===== config.mk =====
export PLATFORM = sky130hd
export DESIGN_NAME = ssidft_mc
export DESIGN_NICKNAME = d
export VERILOG_FILES = /design/src/rtl/ssidft_pkg.sv /design/src/rtl/sat_sdft.sv /design/src/rtl/ssidft_mc.sv
export SDC_FILE = /design/constraint.sdc
export NUM_CORES = 1
export LEC_CHECK = 0
export ABC_AREA = 1
export CAP_MARGIN = 10
export CORE_MARGIN = 4
export CORE_UTILIZATION = 30
export CTS_CLUSTER_SIZE = 28
export DETAILED_ROUTE_END_ITERATION = 16
export SYNTH_ARGS = -nofsm -noshare
export SYNTH_HDL_FRONTEND = slang
export SYNTH_SLANG_ARGS = --single-unit
export TNS_END_PERCENT = 30

===== constraint.sdc =====
create_clock -name clk_i -period 8.6 [get_ports clk_i]
set_input_delay 2.15 -clock clk_i [delete_from_list [all_inputs] [get_ports clk_i]]
set_output_delay 2.15 -clock clk_i [all_outputs]
set_load 0.05 [all_outputs]

===== src/rtl/ssidft_pkg.sv =====
// Shared types and the per-bin term helper for the single-sample inverse DFT.
// The term is computed at a fixed 32-bit width; callers size it to their accumulator.
package ssidft_pkg;

    localparam int TERM_W = 32;

    typedef enum logic {
        MODE_X0    = 1'b0,
        MODE_XHALF = 1'b1
    } mode_e;

    // x[N/2] uses (-1)^k, so odd bins are subtracted in that mode only.
    function automatic logic signed [TERM_W-1:0] ssidft_term(
        input logic signed [TERM_W-1:0] i_val,
        input logic                     i_idx_lsb,
        input mode_e                    i_mode
    );
        ssidft_term = (i_mode == MODE_XHALF && i_idx_lsb) ? -i_val : i_val;
    endfunction

endpackage


===== src/rtl/sat_sdft.sv =====
// Signed saturation from IW to OW bits with a clip flag; purely combinational.
// No handshake: the output follows the input in the same cycle.
module sat_sdft #(
    parameter int IW = 19,
    parameter int OW = 16
) (
    input  logic signed [IW-1:0] i_din,
    output logic signed [OW-1:0] o_dout,
    output logic                 o_sat
);

    generate
        if (IW > OW) begin : g_clip
            logic [IW-OW:0] w_hi;
            logic           w_ovf;

            // In range only when every bit from OW-1 upward matches the sign.
            assign w_hi  = i_din[IW-1:OW-1];
            assign w_ovf = ~((&w_hi) | ~(|w_hi));

            always_comb begin
                o_sat = w_ovf;
                if (!w_ovf) begin
                    o_dout = i_din[OW-1:0];
                end else if (i_din[IW-1]) begin
                    o_dout = {1'b1, {(OW-1){1'b0}}};
                end else begin
                    o_dout = {1'b0, {(OW-1){1'b1}}};
                end
            end
        end else begin : g_pass
            assign o_dout = OW'(i_din);
            assign o_sat  = 1'b0;
        end
    endgenerate

endmodule


===== src/rtl/ssidft_mc.sv =====
// Multi-channel single-sample inverse DFT (x[0] or x[N/2]) over interleaved bin frames.
// Sample 2 cycles after eob, error flag 1 cycle after the bin; one bin/cycle, no backpressure.
module ssidft_mc
    import ssidft_pkg::*;
#(
    parameter int DW    = 16,
    parameter int OW    = 16,
    parameter int N     = 4096,
    parameter int AW    = $clog2(N),
    parameter int CH    = 4,
    parameter int CW    = (CH > 1) ? $clog2(CH) : 1,
    parameter int SHIFT = 5
) (
    input  logic                 clk_i,
    input  logic                 rst_i,
    input  logic                 bin_valid_i,
    input  logic [CW-1:0]        ch_i,
    input  logic                 sob_i,
    input  logic                 eob_i,
    input  logic                 mode_i,
    input  logic signed [DW-1:0] freq_re_i,
    output logic signed [OW-1:0] sample_o,
    output logic [CW-1:0]        sample_ch_o,
    output logic                 sample_en_o,
    output logic                 sat_o,
    output logic                 err_o,
    output logic [CW-1:0]        err_ch_o
);

    localparam int            ACCW     = DW + AW;
    localparam int            SW       = ACCW - SHIFT;
    localparam logic [AW-1:0] CNT_LAST = AW'(N - 1);

    logic                   r_active [CH];
    logic [AW-1:0]          r_cnt    [CH];
    mode_e                  r_mode   [CH];
    logic signed [ACCW-1:0] r_acc    [CH];

    logic                   w_cur_active;
    logic [AW-1:0]          w_cur_cnt;
    mode_e                  w_cur_mode;
    logic signed [ACCW-1:0] w_cur_acc;
    logic signed [ACCW-1:0] w_bin_ext;
    logic signed [ACCW-1:0] w_term;
    logic signed [ACCW-1:0] w_sum;

    logic                   w_wr;
    logic                   w_err;
    logic                   w_emit;
    logic                   w_nxt_active;
    logic [AW-1:0]          w_nxt_cnt;
    mode_e                  w_nxt_mode;
    logic signed [ACCW-1:0] w_nxt_acc;
    logic signed [ACCW-1:0] w_emit_acc;

    logic                   r_s1_vld;
    logic [CW-1:0]          r_s1_ch;
    logic signed [ACCW-1:0] r_s1_acc;
    logic signed [SW-1:0]   w_s1_shifted;
    logic signed [OW-1:0]   w_sat_dout;
    logic                   w_sat_flag;

    logic signed [OW-1:0]   r_sample;
    logic [CW-1:0]          r_sample_ch;
    logic                   r_sample_en;
    logic                   r_sat;
    logic                   r_err;
    logic [CW-1:0]          r_err_ch;

    assign w_cur_active = r_active[ch_i];
    assign w_cur_cnt    = r_cnt[ch_i];
    assign w_cur_mode   = r_mode[ch_i];
    assign w_cur_acc    = r_acc[ch_i];
    assign w_bin_ext    = ACCW'(freq_re_i);
    assign w_term       = ACCW'(ssidft_term(TERM_W'(freq_re_i), w_cur_cnt[0], w_cur_mode));
    assign w_sum        = w_cur_acc + w_term;

    always_comb begin
        w_wr         = 1'b0;
        w_err        = 1'b0;
        w_emit       = 1'b0;
        w_nxt_active = w_cur_active;
        w_nxt_cnt    = w_cur_cnt;
        w_nxt_mode   = w_cur_mode;
        w_nxt_acc    = w_cur_acc;
        w_emit_acc   = w_sum;
        if (bin_valid_i) begin
            if (sob_i) begin
                // A sob always restarts the channel; a still-open frame is flagged and dropped.
                w_wr         = 1'b1;
                w_err        = w_cur_active;
                w_nxt_acc    = w_bin_ext;
                w_nxt_cnt    = AW'(1);
                w_nxt_mode   = mode_e'(mode_i);
                w_nxt_active = ~eob_i;
                w_emit       = eob_i;
                w_emit_acc   = w_bin_ext;
            end else if (!w_cur_active) begin
                w_err = 1'b1;
            end else begin
                w_wr = 1'b1;
                if (eob_i) begin
                    w_emit       = 1'b1;
                    w_nxt_active = 1'b0;
                    w_nxt_acc    = w_sum;
                    w_nxt_cnt    = w_cur_cnt + AW'(1);
                end else if (w_cur_cnt == CNT_LAST) begin
                    w_err        = 1'b1;
                    w_nxt_active = 1'b0;
                end else begin
                    w_nxt_acc = w_sum;
                    w_nxt_cnt = w_cur_cnt + AW'(1);
                end
            end
        end
    end

    always_ff @(posedge clk_i or posedge rst_i) begin
        if (rst_i) begin
            for (int i = 0; i < CH; i++) begin
                r_active[i] <= 1'b0;
                r_cnt[i]    <= '0;
                r_mode[i]   <= MODE_X0;
                r_acc[i]    <= '0;
            end
        end else if (w_wr) begin
            r_active[ch_i] <= w_nxt_active;
            r_cnt[ch_i]    <= w_nxt_cnt;
            r_mode[ch_i]   <= w_nxt_mode;
            r_acc[ch_i]    <= w_nxt_acc;
        end
    end

    always_ff @(posedge clk_i or posedge rst_i) begin
        if (rst_i) begin
            r_s1_vld <= 1'b0;
            r_s1_ch  <= '0;
            r_s1_acc <= '0;
            r_err    <= 1'b0;
            r_err_ch <= '0;
        end else begin
            r_s1_vld <= w_emit;
            r_err    <= w_err;
            if (w_emit) begin
                r_s1_ch  <= ch_i;
                r_s1_acc <= w_emit_acc;
            end
            if (w_err) begin
                r_err_ch <= ch_i;
            end
        end
    end

    assign w_s1_shifted = SW'(r_s1_acc >>> SHIFT);

    sat_sdft #(
        .IW (SW),
        .OW (OW)
    ) u_sat (
        .i_din  (w_s1_shifted),
        .o_dout (w_sat_dout),
        .o_sat  (w_sat_flag)
    );

    always_ff @(posedge clk_i or posedge rst_i) begin
        if (rst_i) begin
            r_sample    <= '0;
            r_sample_ch <= '0;
            r_sample_en <= 1'b0;
            r_sat       <= 1'b0;
        end else begin
            r_sample_en <= r_s1_vld;
            if (r_s1_vld) begin
                r_sample    <= w_sat_dout;
                r_sample_ch <= r_s1_ch;
                r_sat       <= w_sat_flag;
            end
        end
    end

    assign sample_o    = r_sample;
    assign sample_ch_o = r_sample_ch;
    assign sample_en_o = r_sample_en;
    assign sat_o       = r_sat;
    assign err_o       = r_err;
    assign err_ch_o    = r_err_ch;

endmodule


=== After elaboration in Yosys (flattened, before gate mapping) ===
Index checks and enable logic that the tools add are counted.

* Reductions and logical operators: 4
* $lt $le $gt $ge: 2
* Muxes and demuxes: 56
* Equality and inequality tests: 1
* Multiply operators: 0
* Div/mod/pow operators: 0
* Shift operators: 0
* $add $sub $neg: 3
* Bitwise gates (word level): 5

{| class="wikitable"
|+ Operators with widths
! cell !! number
|-
| 28-bit 2-to-1 mux || 11
|-
| 112-bit bitwise mux || 1
|-
| 12-bit 2-to-1 mux || 8
|-
| 28-bit binary-select mux with 2-bit select || 1
|-
| 28-bit demux with 2-bit select || 1
|-
| 48-bit bitwise mux || 1
|-
| 16-bit 2-to-1 mux || 2
|-
| 28-bit adder || 1
|-
| 16-bit negation with 28-bit output || 1
|-
| 12-bit binary-select mux with 2-bit select || 1
|-
| 12-bit demux with 2-bit select || 1
|-
| 1-bit 2-to-1 mux || 24
|-
| 12-bit by 1-bit adder with 12-bit output (second input constant) || 1
|-
| 12-bit equality test (second input constant) || 1
|-
| 4-bit bitwise mux || 2
|-
| 8-bit AND reduction || 1
|-
| 8-bit OR reduction || 1
|-
| 1-bit binary-select mux with 2-bit select || 2
|-
| 3-bit >= comparator (second input constant) || 1
|-
| 3-bit by 1-bit less-than comparator with 1-bit output (second input constant) || 1
|-
| 1-bit NOT || 3
|-
| 2-bit NOT with 3-bit output || 1
|-
| 1-bit demux with 2-bit select || 1
|-
| 1-bit logical AND || 2
|-
| 1-bit bitwise OR || 1
|}

* RAM bits: 0
* Memories: 0
* Register bits: 222
* Output and inout bits: 23
* Bits in read-only memories: 0
* Bits in latches: 0

=== Longest topological paths before layout ===
Gate-level depths: netlist of the first run.

* Word-level depth: 13
* Gate-level depth with buffers: 28
* Depth with buffers taken out: 26

=== Cells and area by module ===
Synthesis of the first run repeated with hierarchy kept, for this count alone.

* Cell total of the unflattened synthesis: 1810
* Area total of the unflattened synthesis: 13053.8 sq um

{| class="wikitable"
|+ By module, submodules not included
! module !! times used !! cells each !! seq. area each (sq um) !! area each (sq um)
|-
| ssidft_mc || 1 || 1751 || 5430.2 || 12792.3
|-
| sat_sdft || 1 || 59 || 0.0 || 261.5
|}

=== Worst setup path after synthesis of the first run ===
OpenSTA, ideal clock, no wires.

* Kind: input-to-reg
* From: input freq_re_i[1]
* To: register r_acc[81] (netlist bit)
* Setup slack: 3690 ps
* Data arrival time: 4792 ps
* Stages: 23
* Required time: 8482 ps
* Setup time: 118 ps
* Cells stage by stage: inv_1 ha_1 nand2_1 nor3_1 nand2_1 nor3_1 nand3_1 a21oi_1 inv_1 ha_1 nand2_1 nor2_1 inv_1 nor3_1 nand3b_1 nand2_1 nand2_1 nand2_1 nand2_1 nand3_1 nand2_2 nand3_1 nand2_1

* Word-level cells in the longest chain between the ends: 9

{| class="wikitable"
|+ Ends and longest elaborated chain
! what !! RTL line !! RTL
|-
| start: declaration || ssidft_mc.sv:21 || <nowiki>input logic signed [DW-1:0] freq_re_i,</nowiki>
|-
| 16-bit negation with 28-bit output || ssidft_pkg.sv:18 || <nowiki>ssidft_term = (i_mode == MODE_XHALF && i_idx_lsb) ? -i_val : i_val;</nowiki>
|-
| 28-bit 2-to-1 mux * || ssidft_pkg.sv:18 ||
|-
| 28-bit adder * || ssidft_mc.sv:76 || <nowiki>assign w_sum = w_cur_acc + w_term;</nowiki>
|-
| 28-bit 2-to-1 mux || ssidft_mc.sv:107 || <nowiki>end else if (w_cur_cnt == CNT_LAST) begin</nowiki>
|-
| 28-bit 2-to-1 mux * || ssidft_mc.sv:102 || <nowiki>if (eob_i) begin</nowiki>
|-
| 28-bit 2-to-1 mux * || ssidft_mc.sv:98 || <nowiki>end else if (!w_cur_active) begin</nowiki>
|-
| 28-bit 2-to-1 mux * || ssidft_mc.sv:88 || <nowiki>if (sob_i) begin</nowiki>
|-
| 28-bit 2-to-1 mux * || ssidft_mc.sv:87 || <nowiki>if (bin_valid_i) begin</nowiki>
|-
| 112-bit bitwise mux * || ssidft_mc.sv:130 || <nowiki>r_acc[ch_i] <= w_nxt_acc;</nowiki>
|-
| end signal: indexed assignment || ssidft_mc.sv:130 ||
|-
| end: declaration || ssidft_mc.sv:37 || <nowiki>logic signed [ACCW-1:0] r_acc [CH];</nowiki>
|}

Every way passes the cells marked *; elsewhere a longest branch is shown, timed or not.
A chain may end at the register's enable or synchronous reset.

=== Final worst setup path of the first run ===
* From: input ch_i[1]
* To: register r_active[2] (netlist bit)

* Word-level cells in the longest chain between the ends: 11
* Elaborated cells between the ends (all ways): 22

{| class="wikitable"
|+ Ends and longest elaborated chain
! what !! RTL line !! RTL
|-
| start: declaration || ssidft_mc.sv:17 || <nowiki>input logic [CW-1:0] ch_i,</nowiki>
|-
| 2-bit NOT with 3-bit output (implied by the code) * || ssidft_mc.sv:70, ssidft_mc.sv:71, ssidft_mc.sv:127 ||
|-
| 12-bit binary-select mux with 2-bit select || ssidft_mc.sv:71 || <nowiki>assign w_cur_cnt = r_cnt[ch_i];</nowiki>
|-
| 12-bit 2-to-1 mux (implied by the code) (2 in series) || ssidft_mc.sv:71 ||
|-
| 12-bit equality test || ssidft_mc.sv:107 ||
|-
| 1-bit 2-to-1 mux || ssidft_mc.sv:107 ||
|-
| 1-bit 2-to-1 mux || ssidft_mc.sv:102 ||
|-
| 1-bit 2-to-1 mux || ssidft_mc.sv:98 ||
|-
| 1-bit 2-to-1 mux || ssidft_mc.sv:88 ||
|-
| 1-bit 2-to-1 mux || ssidft_mc.sv:87 ||
|-
| 4-bit bitwise mux || ssidft_mc.sv:127 || <nowiki>r_active[ch_i] <= w_nxt_active;</nowiki>
|-
| end signal: indexed assignment || ssidft_mc.sv:127 ||
|-
| end: declaration || ssidft_mc.sv:34 || <nowiki>logic r_active [CH];</nowiki>
|}

Every way passes the cells marked *; elsewhere a longest branch is shown, timed or not. The select of a mux whose other input is x is not followed.

==> results of run 1 <==
==> metrics by stage <==
stage                     utilization  std cells
after floorplan                     -       1888
after global placement         0.3269       2454
after detailed placement       0.3269       2454
after CTS                      0.3462       2496
after global routing           0.3462       2496
final                          0.3462       2496
==> worst reg2reg max path, delay by kind of cell, from the launching register on <==
family	cells	cell delay (ns)
AO/OA/AOI/OAI	1	0.47
AND/OR/NAND/NOR	18	2.01
flip-flops	1	0.37
buffers and inverters	2	0.20
adder cells (fa/ha/maj)	1	0.37
==> cell type report <==
class | count | area [um^2]
inverters | 160 | 610.6
flip-flops and latches | 217 | 5430
multi-input cells | 1430 | 6823
clock buffers | 34 | 699.4
well taps | 585 | 732.0
repair buffers | 62 | 580.6
fillers | 4595 | 28350
clock inverters | 8 | 136.4
==> per-layer routing <==
layer	up-vias	wire length [um]
met4	0	901
met5	-	0
met3	62	2752
met2	460	19020
li1	6068	-
met1	5936	19830
==> power groups by stage <==
stage / logic [uW] / clock network, uW / registers, uW
finish: 2150 / 1100 / 1620
detailed placement: 2130 / 0 / 1630
global placement: 2110 / 0 / 1620
global route: 2390 / 1160 / 1660
floorplan: 1380 / 0 / 1750
CTS: 2140 / 1130 / 1610
==> cell usage in the layout (no fill, tap or decap), drive strengths merged <==
| cell | n |
|---|---|
| nand2 | 884 |
| dfrtp | 217 |
| inv | 161 |
| nand3 | 137 |
| nor2 | 85 |
| o21ai | 64 |
| a21oi | 60 |
| clkdlybuf4s50 | 46 |
| clkbuf | 34 |
| ha | 33 |
| a221oi | 25 |
| nand4 | 24 |
| a22o | 19 |
| xor2 | 18 |
| a22oi | 17 |
| buf | 16 |
| xnor2 | 12 |
| o21a | 11 |
| o22ai | 8 |
| nor3 | 8 |
| nand3b | 7 |
| o21bai | 5 |
| nor4 | 4 |
| bufinv | 3 |
| clkinv | 3 |
| o211ai | 2 |
| or2 | 1 |
| and2 | 1 |
| a21o | 1 |
| o31ai | 1 |
| a21boi | 1 |
| o221ai | 1 |
| fa | 1 |
| clkinvlp | 1 |
==> final timing paths <==
path | from | endpoint | slack, ns | cells after the start
setup / recovery | ch_i[1] | r_active[2]$_DFFE_PP0P_ | 2.24 | 15
hold / removal | r_s1_acc[8]$_DFFE_PP0P_ | sample_o[3]$_DFFE_PP0P_ | 0.47 | 2
setup reg to reg | r_cnt[0]$_DFFE_PP0P_ | r_acc[49]$_DFFE_PP0P_ | 5.03 | 22
hold reg to reg | r_s1_acc[8]$_DFFE_PP0P_ | sample_o[3]$_DFFE_PP0P_ | 0.47 | 2
max in group asynchronous | rst_i | r_acc[43]$_DFFE_PP0P_ | 4.74 | 3
min in group asynchronous | rst_i | r_acc[3]$_DFFE_PP0P_ | 2.22 | 2
==> cell families after synthesis <==
logic type | count (synthesis)
flops | 217
simple gates | 1151
compound gates | 215
xor+xnor | 30
buf+inv | 241
fa+ha+maj | 34
==> flip-flops by register name (all words and copies together), names as in the netlist <==
signal / cells
sample_ch_o: 2
r_active: 4
r_s1_acc: 23
sample_en_o: 1
err_o: 1
r_cnt: 48
sat_o: 1
r_mode: 4
r_s1_ch: 2
r_s1_vld: 1
r_acc: 112
err_ch_o: 2
sample_o: 16
==> results by group, run 1 <==
Power and ir drop
  • Logic gate share of total power: 0.441
  • Tot Pwr: 4870 uW
  • Clock power share: 0.226
  • Register share of total power: 0.333
  • Pwr dens: 324.4 mW/mm^2
  • Int Pwr: 2773 uW
  • Leak Pwr: 0.007913 uW
  • Psw: 2097 uW
  • Sw frac: 0.4307
  • Max VDD drop: 0.1701 mV

GRT
  • GRT Util Overall: 0.1757
  • Met2 Usage GRT: 0.2864
  • GRT busiest layer: met2
  • Grt ovf: 0
  • Largest net degree at the start of global routing: 141
  • Met3 GRT Util: 0.02127
  • Global-route wire length before repair: 67.90 mm
  • Antenna violations before repair: 0
  • Vias in the first global route: 12,300
  • Met1 Use GR: 0.2487

CTS
  • CTS tree: yes
  • Clock-pin slew on the worst setup and hold paths: 0.07 ns
  • Root Driver: clkbuf_16
  • Cts bufs inserted: 25
  • Post-CTS Hold Buffers: 0
  • Clk sinks: 217
  • Skew-Pair Late Insertion Delay: 0.55 ns
  • Post_cts resized: 0
  • Setup Fix Bufs, Post-CTS: 0
  • Clk buf depth: 3
  • H-tree depth: 1

Worst setup path
  • Crit start category: input pin
  • Critical path class: input pin to flip-flop
  • Crit. End Element: flip-flop
  • Worst Path Max Fanout: 44
  • Buf/Inv on CP: 7
  • Cell family with most CP delay: buffers and inverters
  • Crit path cell chain: clkdlybuf4s50_1 -> buf_4 -> inv_2 -> nor2_2 -> buf_4 -> nand2_1 -> nand2_2 -> inv_2 -> nor2_4 -> nor2_4 -> nor2_4 -> buf_4 -> inv_2 -> nand2_1 -> o21ai_0
  • Crit-path slowest cell: clkdlybuf4s50_1
  • Worst Path Arrival: 6.75 ns
  • Largest stage delay, worst path: 0.68 ns
  • Required @ worst endpoint: 8.99 ns

Route
  • TritonRoute pass-1 iters: 5
  • Via-per-instance ratio: 5.018
  • DRC: 0
  • Antenna Nets Post-Route: 0
  • Routed wire per std cell: 17.03 um
  • Vias: 12,530
  • DRT iter0 DRCs: 1,163
  • Routed WL: 42.50 mm

Timing
  • Final hold slack: 0.4714 ns
  • Tightest Pin Transition: 1.138 ns
  • Setup TNS: 0 ns
  • Final Hold Fails: 0
  • RSZ-0062 raised after global routing: false
  • Final cycle utilization of the critical path: 0.7399
  • Maximum clock rate: 0.1572 GHz
  • Slew Limit Fails: 0
  • Period minus WS final: 6.363 ns
  • Clock Skew: 0.02219 ns
  • Relative slew margins: 0.2416
  • Final setup vio count: 0
  • Final worst setup slack: 2.237 ns

Yosys
  • Synth cell count leaders: nand2_1 (869), dfrtp_1 (217), inv_1 (146)
  • Mapped Area: 0.01324 mm^2
  • Yosys top cell area share: 0.4101
  • Post-synth EDFFs: 0
  • Count leader, synth: nand2_1
  • Sequential cell area fraction in the yosys report: 0.4101
  • Xor and xnor area share after synthesis: 0.01984
  • Post-synth top area cell: dfrtp_1
  • Avg Cell Area, Syn: 7.013 um^2
  • Syn Inst Count: 1,888
  • Top post-synthesis cells by area: dfrtp_1 (41%), nand2_1 (25%), nand3_1 (5.2%)
  • Multiplexer share of the synthesized area: 0
  • Area share of fa/ha/maj cells after synthesis: 0.03269
  • Synth cell types: 46
  • Post-synthesis compound-gate area fraction: 0.1032
  • Commonest register cell after synthesis: dfrtp_1
  • Yosys reg bits: 217
  • Syn. warnings: 0
  • Post-synth ARST share: 1.000
  • Synth Area in Simple Gates: 0.3578
  • Largest family of logic cells by synthesized area: simple AND/OR/NAND/NOR gates
  • Syn Nets: 1,946

Placement
  • Placer congestion estimate: 0.9105
  • DP Worst Slack: 1.719 ns
  • Port bufs: 46
  • Post-DP HPWL: 28.95 mm
  • Placed Area: 0.01418 mm^2

Floorplan
  • Die height: 218.1 um
  • Row count: 76
  • Chip Width: 218.1 um
  • Boundary pin count: 47
  • Die area: 0.04756 mm^2
  • Initial Util: 0.3054
  • Core Region: 0.04336 mm^2

Outcome
  • Status: complete, no violations

Final layout
  • Nets: 1,954
  • N_diodes: 0
  • Share of cells above drive strength 1: 0.05495
  • Cell area after layout: 0.01501 mm^2
  • Area Overhead vs Synth: 13.37%

Hold path
  • Worst hold path class: flip-flop to flip-flop

Job
  • Max Cap Violations: 0
(Power assumes the default switching activity.)
==> inputs of run 2 (changes only) <==
==> constraint.sdc (replaced) <==
create_clock -name clk_i -period 6.13 [get_ports clk_i]
set_input_delay 1.5325 -clock clk_i [delete_from_list [all_inputs] [get_ports clk_i]]
set_output_delay 1.5325 -clock clk_i [all_outputs]
set_load 0.05 [all_outputs]
==> run 2 against run 1 <==
  * Final area grew 1.3%
  * Non-clock buffer count grew 12
  * First-iteration DRC count shrank 1.1%
  * Largest power group unchanged
==> results by group, run 2 (synthesized netlist as in run 1, its figures left out) <==
Outcome
  • Status: complete, no violations

Timing
  • Slew Limit Fails: 0
  • Relative slew margins: 0.2612
  • Final Hold Fails: 0
  • Tightest Pin Transition: 1.108 ns
  • Final worst setup slack: 0.9507 ns
  • Setup TNS: 0 ns
  • RSZ-0062 raised after global routing: false
  • Final hold slack: 0.4776 ns
  • Period minus WS final: 5.179 ns
  • Final setup vio count: 0
  • Maximum clock rate: 0.1931 GHz
  • Final cycle utilization of the critical path: 0.8449
  • Clock Skew: 0.02075 ns

Floorplan
  • Die area: 0.04756 mm^2
  • Chip Width: 218.1 um
  • Core Region: 0.04336 mm^2
  • Initial Util: 0.3054
  • Row count: 76
  • Die height: 218.1 um
  • Boundary pin count: 47

CTS
  • Cts bufs inserted: 26
  • Post-CTS Hold Buffers: 0
  • Clk buf depth: 3
  • Setup Fix Bufs, Post-CTS: 0
  • Skew-Pair Late Insertion Delay: 0.55 ns
  • CTS tree: yes
  • Post_cts resized: 0
  • H-tree depth: 1
  • Clock-pin slew on the worst setup and hold paths: 0.05 ns
  • Root Driver: clkbuf_16
  • Clk sinks: 217

Placement
  • Port bufs: 46
  • Dpl cells: 2,466
  • Placer congestion estimate: 0.9936
  • DP Worst Slack: 0.4690 ns
  • Post-DP HPWL: 28.57 mm

Final layout
  • Commonest non-fill, non-tap cell in the layout: nand2_1
  • Max reg flops: 112
  • FF/Latch Area: 0.005430 mm^2
  • Biggest register: r_acc
  • Final Non-Filler Cells: 2,512
  • Biggest regs: r_acc: 112 flops, r_cnt: 48 flops, r_s1_acc: 23 flops
  • Share of cells above drive strength 1: 0.06279
  • Filler Cell Count: 4,612
  • Area Overhead vs Synth: 14.89%
  • Area of the multi-input gates: 0.006823 mm^2
  • Nets: 1,967
  • N_diodes: 0
  • Most frequent cells in the layout: nand2_1 (869), dfrtp_1 (217), inv_1 (145), nand3_1 (137), nor2_1 (69)

GRT
  • GRT Util Overall: 0.1725
  • Vias in the first global route: 12,200
  • Grt ovf: 0
  • Antenna violations before repair: 0
  • Largest net degree at the start of global routing: 120
  • Global-route wire length before repair: 66.95 mm

Power and ir drop
  • Leak Pwr: 0.008018 uW
  • Max VDD drop: 0.2590 mV
  • Pwr dens: 455.7 mW/mm^2

Route
  • DRT iter0 DRCs: 1,150
  • Vias: 12,570
  • Antenna Nets Post-Route: 0
  • Routed WL: 41.77 mm
  • Via-per-instance ratio: 5.004
  • TritonRoute pass-1 iters: 5
  • DRC: 0
  • Routed wire per std cell: 16.63 um

Worst setup path
  • Critical path class: input pin to flip-flop
  • Required @ worst endpoint: 6.55 ns
  • Worst Path Max Fanout: 31
  • Crit. End Element: flip-flop
  • Flop-to-flop setup slack: 2.63 ns
  • Crit start category: input pin
  • R2r endpoint: r_acc[25]$_DFFE_PP0P_
  • R2R cell count: 22
  • Worst Path Arrival: 5.60 ns
  • Reg-to-reg startpoint: r_cnt[12]$_DFFE_PP0P_

Hold path
  • WHS Path Cells: 2
  • Worst hold endpoint: sample_ch_o[0]$_DFFE_PP0P_
  • Hold path start: sample_ch_o[0]$_DFFE_PP0P_
  • Worst hold path class: flip-flop to flip-flop

Job
  • Max Cap Violations: 0
==> run 2: cell types whose count changed in the layout (fill, tap and decap cells not counted), sizes merged <==
cell and change:
clkbuf +2, buf +12, inv -1, clkinv +3
==> run 2: per-layer routing <==
layer | routed length, um | global-route usage | vias up | share of wire
met5 | 0 | 0 | - | 0
met1 | 19670 | 0.2455 | 5985 | 0.47
met4 | 866 | 0.04929 | 0 | 0.021
met2 | 18370 | 0.2726 | 440 | 0.44
met3 | 2860 | 0.02697 | 59 | 0.068
li1 | - | - | 6087 | -
==> run 2: critical path, stage by stage <==
cell	delay, ns
clkdlybuf4s50_1	0.66
inv_4	0.26
nor2_2	0.07
buf_12	0.19
a22o_1	0.20
a221oi_1	0.44
inv_1	0.22
ha_1	0.36
nand3_1	0.07
nand3_1	0.20
nand2_1	0.08
nand2_1	0.22
nand3_1	0.11
nand2_1	0.09
xor2_1	0.35
nand2_1	0.10
nand3_1	0.10
nand2_1	0.17
nand2_1	0.10
nand2_1	0.06
==> run 2: cell type report <==
class,count,area share
clock buffer,36,0.04926
timing repair buffer,74,0.04819
clock inverter,10,0.009129
multi-input combinational,1430,0.4485
sequential,217,0.3569
inverter,160,0.03989
tap,585,0.04811
==> run 2: report_power, final <==
group	switching [uW]	total (uW)	internal (uW)
Sequential	294	2270	1980
Clock	624	1600	980
Combinational	2040	3060	1020
Total	2960	6930	3980
==> run 2: metrics by stage <==
stage	total power [uW]	area (um^2)	util
6_report	6933	15210	0.3508
5_1_grt	7431	15210	0.3508
4_1_cts	6937	15210	0.3508
3_5_place_dp	5293	14330	0.3304
3_3_place_gp	5254	14330	0.3304
2_1_floorplan	4386	13250	-
==> run 2: worst max path at each step <==
stage | slack (ns) | start | endpoint
floorplan | 1.77 | rst_i | err_ch_o[0]$_DFFE_PP0P_
global placement | 0.46 | ch_i[0] | r_acc[108]$_DFFE_PP0P_
detailed placement | 0.47 | freq_re_i[0] | r_acc[23]$_DFFE_PP0P_
CTS | 1.03 | freq_re_i[0] | r_acc[79]$_DFFE_PP0P_
global route | 0.45 | freq_re_i[0] | r_acc[79]$_DFFE_PP0P_
finish | 0.95 | ch_i[0] | r_acc[97]$_DFFE_PP0P_
